### src/rtl/instruction_fetch_unit.sv
`default_nettype none
// ============================================================================
// Module   : instruction_fetch_unit
// Purpose  : Sequential instruction fetcher with a credit-limited in-order
//            buffer and single-cycle redirect flushing.
// Options  : FETCH_ALIGN_CHECK_EN - trap misaligned redirects into FAULT and
//            expose the sticky fetch_fault flag.
// Revision : 1.0 - initial release
// ============================================================================
module instruction_fetch_unit #(
    parameter logic [31:0] RESET_PC  = 32'h0000_0000,
    parameter int          BUF_DEPTH = 2             // 2 or 4
) (
    input  logic        clk,
    input  logic        rst,
    output logic [31:0] rom_addr,
    output logic        rom_en,
    input  logic [31:0] rom_dout,
    input  logic        redirect_valid,
    input  logic [31:0] redirect_pc,
    output logic        instr_valid,
    output logic [31:0] instr,
    output logic [31:0] instr_pc,
    input  logic        instr_ready
`ifdef FETCH_ALIGN_CHECK_EN
    ,
    output logic        fetch_fault
`endif
);

    localparam int c_pw = $clog2(BUF_DEPTH);
    localparam logic [c_pw+1:0] c_depth = (c_pw + 2)'(BUF_DEPTH);

    typedef enum logic [1:0] {
        S_BOOT  = 2'd0,
        S_RUN   = 2'd1,
        S_FAULT = 2'd2
    } state_t;

    state_t          r_state;
    logic [31:0]     r_pc;
    logic            r_inflight;
    logic [31:0]     r_inflight_pc;
    logic [c_pw-1:0] r_rd_ptr;
    logic [c_pw-1:0] r_wr_ptr;
    logic [c_pw:0]   r_count;
    logic [31:0]     r_buf_instr [BUF_DEPTH];
    logic [31:0]     r_buf_pc    [BUF_DEPTH];

    logic            w_pop;
    logic            w_push;
    logic [c_pw+1:0] w_credit;
    logic [31:0]     w_target;
    logic            w_fault_hit;

`ifdef FETCH_ALIGN_CHECK_EN
    logic            r_fetch_fault;
    assign fetch_fault = r_fetch_fault;
`endif

    always_comb begin
        instr_valid = (r_count != '0);
        w_pop       = instr_valid & instr_ready;
        // A response arriving in a redirect cycle belongs to the old path.
        w_push      = r_inflight & ~redirect_valid;
        w_target    = redirect_pc & ~32'h3;
`ifdef FETCH_ALIGN_CHECK_EN
        w_fault_hit = redirect_valid && (r_state == S_RUN) && (redirect_pc[1:0] != 2'b00);
`else
        w_fault_hit = 1'b0;
`endif
        // Outstanding entries (buffered + in flight) after this cycle's pop.
        w_credit = {1'b0, r_count}
                 + {{(c_pw + 1){1'b0}}, r_inflight}
                 - {{(c_pw + 1){1'b0}}, w_pop};
        rom_en   = (r_state == S_RUN) && !redirect_valid && (w_credit < c_depth);
        rom_addr = r_pc;
        instr    = instr_valid ? r_buf_instr[r_rd_ptr] : 32'h0;
        instr_pc = instr_valid ? r_buf_pc[r_rd_ptr]    : 32'h0;
    end

    always_ff @(posedge clk) begin
        if (rst) begin
            r_state       <= S_BOOT;
            r_pc          <= RESET_PC;
            r_inflight    <= 1'b0;
            r_inflight_pc <= 32'h0;
            r_rd_ptr      <= '0;
            r_wr_ptr      <= '0;
            r_count       <= '0;
`ifdef FETCH_ALIGN_CHECK_EN
            r_fetch_fault <= 1'b0;
`endif
        end else begin
            case (r_state)
                S_BOOT:  r_state <= S_RUN;
                S_RUN:   r_state <= w_fault_hit ? S_FAULT : S_RUN;
                S_FAULT: r_state <= S_FAULT;
                default: r_state <= S_BOOT;
            endcase

            r_inflight <= rom_en;
            if (rom_en) begin
                r_inflight_pc <= r_pc;
            end

            if (redirect_valid) begin
                r_pc     <= w_target;
                r_rd_ptr <= '0;
                r_wr_ptr <= '0;
                r_count  <= '0;
`ifdef FETCH_ALIGN_CHECK_EN
                if (w_fault_hit) begin
                    r_fetch_fault <= 1'b1;
                end
`endif
            end else begin
                if (rom_en) begin
                    r_pc <= r_pc + 32'd4;
                end
                if (w_push) begin
                    r_wr_ptr <= r_wr_ptr + c_pw'(1);
                end
                if (w_pop) begin
                    r_rd_ptr <= r_rd_ptr + c_pw'(1);
                end
                r_count <= r_count + {{c_pw{1'b0}}, w_push} - {{c_pw{1'b0}}, w_pop};
            end
        end
    end

    // Storage needs no reset: outputs are gated by instr_valid.
    always_ff @(posedge clk) begin
        if (w_push) begin
            r_buf_instr[r_wr_ptr] <= rom_dout;
            r_buf_pc[r_wr_ptr]    <= r_inflight_pc;
        end
    end

endmodule
`default_nettype wire

### config.mk
export PLATFORM = sky130hd
export DESIGN_NAME = instruction_fetch_unit
export DESIGN_NICKNAME = d
export VERILOG_FILES = /design/src/rtl/instruction_fetch_unit.sv
export SDC_FILE = /design/constraint.sdc
export NUM_CORES = 1
export LEC_CHECK = 0
export CORE_MARGIN = 3
export CORE_UTILIZATION = 51
export DETAILED_ROUTE_END_ITERATION = 6
export GPL_TIMING_DRIVEN = 0
export PLACE_DENSITY = 0.87
export SYNTH_ARGS = -nofsm -noshare
export SYNTH_HDL_FRONTEND = slang
export SYNTH_SLANG_ARGS = --single-unit
### constraint.sdc
create_clock -name clk -period 6.3 [get_ports clk]
set_clock_uncertainty 0.2 [all_clocks]
set_input_delay 0.63 -clock clk [delete_from_list [all_inputs] [get_ports clk]]
set_output_delay 0.63 -clock clk [all_outputs]
set_load 0.02 [all_outputs]
==> run_results.csv <==
group,metric,value,unit
power_and_ir_drop,combPwrFrac,0.074,
setup_path,criticalPathCategory,"primary input to primary output",
synthesis,synth_ff_type,"edfxtp_1",
sta,fin_hold_ws,248,ps
sta,hold_viol,0,
power_and_ir_drop,netSwitchingFraction,0.220,
floorplan,fp-row-count,44,
setup_path,cp.required,5470,ps
cells_and_area,final_cells,1052,
global_routing,grt_max_degree,63,
synthesis,ys_warn_count,0,
placed_design,dp_hpwl,12900,um
synthesis,netlist_top_cells_area,"edfxtp_1, dfxtp_1, mux2i_1, nor2_1, nand2_1",
flow_run,max_cap_violations,0,
detailed_routing,drc,0,
global_routing,grt_usage,0.227,
power_and_ir_drop,pwr-share-seq,0.505,
clock_network,cts_root_buffer,"clkbuf_16",
placed_design,gp_congestion,0.868,
floorplan,die_y,130,um
power_and_ir_drop,leakage,3.44,nW
sta,fmax,218,MHz
synthesis,syn-instance-count,673,
sta,timing_worst_slew_pin_value,902,ps
detailed_routing,drtIter0Drc,453,
sta,finalMaxSlewViolations,0,
setup_path,slowest_delay,640,ps
setup_path,crit_path_frequent_cell,"clkdlybuf4s50_1",
power_and_ir_drop,vdd_drop_max,0.187,mV
global_routing,gr-total-overflow,0,
detailed_routing,routedWlPerCell,18.1,um
setup_path,end_kind,"primary output",
global_routing,grt_pass1_vias,5767,
sta,fin_crit_sh,0.728,
detailed_routing,drt-vias-per-instance,5.59,
global_routing,grt_pass1_wl,29400,um
clock_network,clock_latency,430,ps
power_and_ir_drop,total_power,2.74,mW
placed_design,place_inst,1020,
floorplan,start_util,0.532,
cells_and_area,antenna_cells,0,
synthesis,synth_edf_count,124,
clock_network,numCtsBuffers,17,
sta,finalWorstPathRequiredPeriod,4590,ps
sta,rsz0062_at_grt,"no",
placed_design,portBuffers,158,
cells_and_area,final_nets,926,
clock_network,cts.path.max_buffers,2,
sta,slew_headroom,0.398,
cells_and_area,area_growth,32.1,%
floorplan,dieArea,0.0170,mm2
synthesis,synth_area_leader_cell,"edfxtp_1",
detailed_routing,wirelength,19000,um
detailed_routing,firstDrtPassIters,5,
floorplan,ios,166,
synthesis,synth_top_cell_area_share,0.472,
setup_path,crit_chain,"clkdlybuf4s50_1 -> nand2_1 -> nor2_1 -> o21ai_0 -> fa_1 -> nand4bb_4 -> or2_1 -> inv_2 -> buf_4 -> buf_2 -> clkdlybuf4s50_1",
setup_path,critPathArrivalTime,3760,ps
detailed_routing,ant_nets,0,
clock_network,cts_sinks,192,
detailed_routing,vias,5879,
synthesis,ys_ff_latch,192,
sta,setup_viol,0,
clock_network,cts_tree,"yes",
floorplan,coreArea,0.0148,mm2
cells_and_area,final_cell_mix,"clkdlybuf4s50_1, edfxtp_1, nor2_1",
global_routing,antenna_found_initial,0,
cells_and_area,layout_commonest_cell,"clkdlybuf4s50_1",
clock_network,h-tree-depth,4,
power_and_ir_drop,internal_power,2.14,mW
clock_network,clkTransAtPathRegs,70,ps
hold_path,min_path_type,"flop to flop",
synthesis,async_reset_ff_frac,0,
floorplan,die_x,130,um
setup_path,critPathLaunchType,"primary input",
synthesis,yosys.cell_types.count,51,
synthesis,netlist_area,0.00788,mm2
synthesis,yosysSeqAreaShare,0.645,
power_and_ir_drop,p_sw,0.604,mW
outcome,status,"completed",
cells_and_area,drive_gt1_frac,0.0737,
clock_network,postCtsResizedCells,0,
power_and_ir_drop,pwr_density_cell,263,mW/mm2
setup_path,slowest_stage,"clkdlybuf4s50_1",
clock_network,holdBufCountCts,0,
power_and_ir_drop,clock_power_share,0.421,
setup_path,cp_max_fo,10,
sta,fin_setup_tns,0,ps
synthesis,syn_avg_cell_area,11.7,um2
clock_network,postCtsSetupBuffers,0,
synthesized netlist by cell type (6+ instances only):
cell type    n
nand2_1     83
edfxtp_1   124
nor3_1      13
nor2_1      90
a21oi_1     50
a31oi_1      6
mux2i_1     64
nand3_1     12
o21ai_0     13
buf_1        7
o22ai_1      7
xor2_1       9
inv_1        8
clkbuf_1    17
buf_2       11
nand4_1     17
dfxtp_1     68
nor2b_1      8
a22oi_1      6
sequential cells by signal (all words and copies together), names as in the netlist, named ones only:
name / flops
r_buf_instr: 64
r_buf_pc: 60
r_inflight_pc: 30
rom_addr: 30
r_count: 2
r_state: 2
r_inflight: 1
r_rd_ptr: 1
r_wr_ptr: 1
kinds of logic after synthesis:
group / synth area share
simple gates: 0.143
flops: 0.645
compound gates: 0.0725
mux: 0.0875
buf+inv: 0.0302
xor+xnor: 0.0156
fa+ha+maj: 0.00571
other cells: 0.000476
layout make-up:
class	count	area (um2)
Multi-Input combinational cell	432	2580
Fill cell	1034	4400
Buffer	43	204
Tap cell	184	230
Clock inverter	13	171
Inverter	9	33.8
Sequential cell	192	5080
Clock buffer	19	475
Timing Repair Buffer	160	1630
power by group through the flow:
stage	registers (mW)	clock network, mW	logic (mW)
floorplan	1.42	0	0.0819
global placement	1.41	0	0.193
detailed placement	1.41	0	0.199
CTS	1.38	1.16	0.201
global route	1.39	1.22	0.217
finish	1.39	1.15	0.202
metal layers:
layer,up-vias,track usage,part of all wire
met5,-,0,0
met1,2785,0.278,0.40
met4,0,0.0868,0.024
met3,41,0.0581,0.079
li1,2781,-,-
met2,272,0.385,0.50
metrics by stage:
stage               utilization  worst slack [ps]  instance area, um2
global placement          0.655              71.6                9710
global route              0.703              1510               10400
floorplan                     -              1710                7890
detailed placement        0.659              1740                9760
finish                    0.703              1710               10400
CTS                       0.703              1720               10400
critical path, delay by kind of cell:
family	cells	cell delay, ps
buf+inv	5	1750
simple gates	4	670
fa+ha+maj	1	550
compound gates	1	140
worst paths after layout:
kind                            slack [ps]  cells past startpoint            to   startpoint
worst max-delay path                  1710                     11        rom_en  instr_ready
worst min-delay path                   250                      1    r_state[0]   r_state[1]
worst max register to register        3310                     11  rom_addr[13]   r_count[1]
worst min register to register         250                      1    r_state[0]   r_state[1]
(Power assumes the default switching activity.)
